--- src/rtl/calc_sequencer.sv ---
// rtl/calc_sequencer.sv - four-step operand/opcode entry sequencer with latched ALU result
// Optional accumulator chaining from RESULT back to IN_B is enabled by defining CALC_CHAIN_EN.
module calc_sequencer #(
    parameter int WIDTH = 8,
    parameter int OPW   = 3
) (
    input  logic               clk,
    input  logic               rst,
    input  logic               btn_next,
    input  logic               btn_clear,
    input  logic [WIDTH-1:0]   sw,
    output logic [2*WIDTH-1:0] display_val,
    output logic [3:0]         state_led,
    output logic [2:0]         flags,
    output logic               result_valid
);

    typedef enum logic [1:0] {
        IN_A   = 2'd0,
        IN_B   = 2'd1,
        OP     = 2'd2,
        RESULT = 2'd3
    } state_t;

    localparam logic [OPW-1:0] OP_ADD = OPW'(0);
    localparam logic [OPW-1:0] OP_SUB = OPW'(1);
    localparam logic [OPW-1:0] OP_AND = OPW'(2);
    localparam logic [OPW-1:0] OP_OR  = OPW'(3);
    localparam logic [OPW-1:0] OP_XOR = OPW'(4);
    localparam logic [OPW-1:0] OP_NOT = OPW'(5);
    localparam logic [OPW-1:0] OP_SHL = OPW'(6);
    localparam logic [OPW-1:0] OP_SHR = OPW'(7);
    localparam logic [4:0]     W5     = 5'(WIDTH);

    state_t           state;
    state_t           state_next;
    logic             btn_prev;
    logic             next_pulse;
    logic [WIDTH-1:0] op_a;
    logic [WIDTH-1:0] op_b;
    logic [WIDTH-1:0] result;
    logic [2:0]       flag_reg;

    logic             load_a;
    logic             load_b;
    logic             load_res;
    logic             clr_all;
    logic             chain;

    logic [OPW-1:0]   opcode;
    logic [3:0]       amt;
    logic             amt_big;
    logic [WIDTH:0]   sum_ext;
    logic [WIDTH:0]   diff_ext;
    logic [WIDTH:0]   shl_ext;
    logic [WIDTH:0]   shr_ext;
    logic [WIDTH-1:0] alu_res;
    logic             alu_c;
    logic             alu_v;

    assign next_pulse = btn_next & ~btn_prev;
    assign opcode     = sw[OPW-1:0];
    assign amt        = op_b[3:0];
    assign amt_big    = ({1'b0, amt} >= W5);
    assign sum_ext    = {1'b0, op_a} + {1'b0, op_b};
    assign diff_ext   = {1'b0, op_a} - {1'b0, op_b};
    // Extra bit on the far side of each shift catches the last bit shifted out.
    assign shl_ext    = {1'b0, op_a} << amt;
    assign shr_ext    = {op_a, 1'b0} >> amt;

    always_comb begin
        alu_res = '0;
        alu_c   = 1'b0;
        alu_v   = 1'b0;
        case (opcode)
            OP_ADD: begin
                alu_res = sum_ext[WIDTH-1:0];
                alu_c   = sum_ext[WIDTH];
                alu_v   = (op_a[WIDTH-1] == op_b[WIDTH-1]) &&
                          (sum_ext[WIDTH-1] != op_a[WIDTH-1]);
            end
            OP_SUB: begin
                alu_res = diff_ext[WIDTH-1:0];
                alu_c   = diff_ext[WIDTH];
                alu_v   = (op_a[WIDTH-1] != op_b[WIDTH-1]) &&
                          (diff_ext[WIDTH-1] != op_a[WIDTH-1]);
            end
            OP_AND: alu_res = op_a & op_b;
            OP_OR:  alu_res = op_a | op_b;
            OP_XOR: alu_res = op_a ^ op_b;
            OP_NOT: alu_res = ~op_a;
            OP_SHL: begin
                if (!amt_big) begin
                    alu_res = shl_ext[WIDTH-1:0];
                    alu_c   = shl_ext[WIDTH];
                end
            end
            OP_SHR: begin
                if (!amt_big) begin
                    alu_res = shr_ext[WIDTH:1];
                    alu_c   = shr_ext[0];
                end
            end
            default: alu_res = '0;
        endcase
    end

    always_comb begin
        state_next = state;
        load_a     = 1'b0;
        load_b     = 1'b0;
        load_res   = 1'b0;
        clr_all    = 1'b0;
        chain      = 1'b0;
        if (btn_clear) begin
            state_next = IN_A;
            clr_all    = 1'b1;
        end else if (next_pulse) begin
            case (state)
                IN_A: begin
                    state_next = IN_B;
                    load_a     = 1'b1;
                end
                IN_B: begin
                    state_next = OP;
                    load_b     = 1'b1;
                end
                OP: begin
                    state_next = RESULT;
                    load_res   = 1'b1;
                end
                RESULT: begin
`ifdef CALC_CHAIN_EN
                    state_next = IN_B;
                    chain      = 1'b1;
`else
                    state_next = RESULT;
`endif
                end
                default: state_next = IN_A;
            endcase
        end
    end

    always_ff @(posedge clk) begin
        if (rst) begin
            state    <= IN_A;
            btn_prev <= 1'b1;
            op_a     <= '0;
            op_b     <= '0;
            result   <= '0;
            flag_reg <= 3'b000;
        end else begin
            state    <= state_next;
            btn_prev <= btn_next;
            if (clr_all) begin
                op_a     <= '0;
                op_b     <= '0;
                result   <= '0;
                flag_reg <= 3'b000;
            end else begin
                if (load_a) op_a <= sw;
                if (load_b) op_b <= sw;
                if (load_res) begin
                    result   <= alu_res;
                    flag_reg <= {alu_c, alu_v, (alu_res == '0)};
                end
                if (chain) begin
                    op_a     <= result;
                    op_b     <= '0;
                    flag_reg <= 3'b000;
                end
            end
        end
    end

    always_comb begin
        state_led = 4'b0001;
        case (state)
            IN_A:    state_led = 4'b0001;
            IN_B:    state_led = 4'b0010;
            OP:      state_led = 4'b0100;
            RESULT:  state_led = 4'b1000;
            default: state_led = 4'b0001;
        endcase
    end

    assign result_valid = (state == RESULT);
    assign flags        = result_valid ? flag_reg : 3'b000;
    assign display_val  = result_valid ? {{WIDTH{1'b0}}, result} : {op_b, op_a};

endmodule

--- config.mk ---
export PLATFORM = sky130hd
export DESIGN_NAME = calc_sequencer
export DESIGN_NICKNAME = d
export VERILOG_FILES = /design/src/rtl/calc_sequencer.sv
export SDC_FILE = /design/constraint.sdc
export NUM_CORES = 1
export LEC_CHECK = 0
export BUFFER_PORTS_ARGS = -buffer_cell sky130_fd_sc_hd__buf_4
export CORE_ASPECT_RATIO = 0.8
export CORE_MARGIN = 3
export CORE_UTILIZATION = 53
export DETAILED_ROUTE_END_ITERATION = 7
export PLACE_DENSITY = 0.74
export SYNTH_ARGS = -nofsm -noshare
export SYNTH_HDL_FRONTEND = slang
export SYNTH_SLANG_ARGS = --single-unit
--- constraint.sdc ---
create_clock -name clk -period 3.76 [get_ports clk]
set_input_delay 0.188 -clock clk [delete_from_list [all_inputs] [get_ports clk]]
set_output_delay 0.188 -clock clk [all_outputs]
set_load 0.05 [all_outputs]
==> flow_summary.ini <==
[logic_synthesis]
ys_ff_latch = 30
post_synth.cell_area_avg_sq_um = 7.41
synth_flop_cell = dfxtp_1
syn_nets = 471
synthCells = 431
yosys_warnings = 0
synth_area_sq_um = 3190
synthArstFlopShare_pct = 0
synth_edf_count = 0
synth-seq-area-share_pct = 18.8
synth_cell_types = 61

[die]
rows = 24
io_pins = 36
initial_core_util_pct = 56.5
die_h_microns = 75.4
die-area_sq_um = 7000
core_area_sq_um = 5650
die_x_microns = 92.8

[run]
maxCapViolCount = 0

[setup_path]
cp_top_family = compound AO/OA/AOI/OAI gates
endpoint_kind = flop
startpoint_type = flop
crit_buf_inv = 1
cp.depth = 9
required_ps = 3980
path_cells = clkinv_1, ha_1, nor3_1, a2111oi_0, o22ai_1, xnor2_1, a221oi_1, nand3_1, o21ai_1
cp.arrival_ps = 3460
slowest_stage = dfxtp_1
crit_type = flop to flop
path_max_fanout = 15
rr_worst_depth = 9
critical-path-max-stage-delay_ps = 630

[placement]
hpwl_microns = 7640
port_buffers = 35
place_area_sq_um = 3430
place.gp.congestion = 1.09
dp_cells = 514

[status]
status = finished, final reports clean

[min_path]
whs_path_depth = 2
hold_class = input port to flop

[clocking]
htreeDepth = 2
post_cts_buffers = 0
postCtsHoldBufs = 0
ctsResizeCount = 0
cts.sinks = 30
clk_path_buf_depth = 2
clk-insertion-delay-late_ps = 290
root_buffer = clkbuf_8
clk_pin_slew_worst_paths_ps = 70
numCtsBuffers = 5
cts_tree = built

[timing]
final.setup.tns_ps = 0
slew_viol_final = 0
skew_ps = 5.23
relSlewSlack_pct = 45.3
worst_pin_slew_ps = 811
rsz0062_at_grt = no
hold_viol = 0
layout_min_cycle_time_ps = 3240
setup_viol = 0
finalCritPeriodShare_pct = 86.2
max_freq_mhz = 308

[power_and_ir_drop]
leakage_nw = 1.32
p_comb_share_pct = 16.7
p_sw_mw = 0.226
ir_drop_mv = 0.250
p_int_mw = 0.512
clkPwrFrac_pct = 39.4
seqPwrFrac_pct = 43.9
powerDensity_nw_per_um2 = 209
sw_frac_of_total_pct = 30.6

[layout]
fillers = 528
final_nets = 483
top_regs = op_a x8, op_b x8, result x8
area_growth_pct = 10.3
diodes = 0
layout.cells.non_filler = 522
final_cell_mix = nand2_1 (63), buf_4 (40), nor2_1 (35), a21oi_1 (34)
final_layout_size_suffix_gt1_share_pct = 16.0
final_common_cell = nand2_1
final_area_sq_um = 3520

[route]
vias = 3315
drt_iter0_drc = 368
drc = 0
viasPerCell = 6.35
ant_nets = 0
routed_wl_microns = 10200
wl_per_cell_microns = 19.5
first_pass_iters = 5

[grt]
grt_max_degree = 27
antenna_found_initial = 0
grt_pass1_vias = 2908
grt.total_usage_pct = 29.4
grt-ovfl-total = 0
grt_pass1_wl_microns = 15900
cell families (layout without fill, tap and decap cells):
family	count (synthesis)	after routing	synth area share, %
mux	22	22	10.6
fa+ha+maj	28	28	11.4
xor+xnor	5	5	1.37
flops	30	30	18.8
buf+inv	65	78	8.66
compound gates	125	125	26.1
simple gates	156	156	23.1
metrics by stage:
stage | setup slack [ps] | hold WS, ps | util, % | total power, mW
after floorplan | 1170 | 292 | - | 0.412
after global placement | 751 | 385 | 60.7 | 0.448
after detailed placement | 565 | 389 | 60.7 | 0.450
after CTS | 567 | 98.1 | 62.4 | 0.731
after global routing | 205 | 97.9 | 62.4 | 0.757
final | 517 | 99.3 | 62.4 | 0.737
synth_stat cells (all sizes together), types with 5 or more instances:
| cell type | number | share of area (%) |
|---|---|---|
| nand2 | 63 | 7.4 |
| nor2 | 35 | 4.1 |
| a21oi | 34 | 5.3 |
| o21ai | 31 | 4.9 |
| dfxtp | 30 | 19 |
| inv | 27 | 3.2 |
| ha | 26 | 10 |
| buf | 18 | 3.1 |
| clkbuf | 17 | 2.0 |
| nor2b | 12 | 2.4 |
| a211oi | 9 | 2.1 |
| mux2i | 9 | 2.8 |
| mux4 | 9 | 6.4 |
| nand2b | 9 | 1.8 |
| o221ai | 8 | 2.2 |
| nand3 | 6 | 0.94 |
| or2 | 6 | 1.2 |
| o22ai | 5 | 0.98 |
power groups by stage:
stage	sequential, mW	clock, mW	combinational (mW)
after floorplan	0.329	0	0.0835
after global placement	0.331	0	0.117
after detailed placement	0.331	0	0.118
after CTS	0.324	0.288	0.119
after global routing	0.324	0.301	0.132
final	0.324	0.290	0.123
cell type report:
type | instances | area, sq um | area share, %
clock inverters | 2 | 12.5 | 0.355
well taps | 78 | 97.6 | 2.77
repair buffers | 40 | 300 | 8.53
inverters | 30 | 113 | 3.20
multi-input cells | 336 | 2310 | 65.7
clock buffers | 6 | 82.6 | 2.35
flip-flops and latches | 30 | 601 | 17.1
routing by layer:
metal  global-route usage, %  part of all wire [%]  vias up
met4                    9.27                   3.7        0
met5                       0                     0        -
met3                    6.52                    11       33
met1                    43.0                    44     1528
met2                    43.3                    42      201
li1                        -                     -     1553
path summary, 6_finish.rpt:
path	startpoint	end	slack [ps]
worst min-delay path	btn_next	btn_prev	100
worst max register to register	op_b[2]	flag_reg[0]	520
worst max-delay path	op_b[2]	flag_reg[0]	520
worst min register to register	result[2]	result[2]	460
No activity file was read; power rests on OpenSTA's default activity.
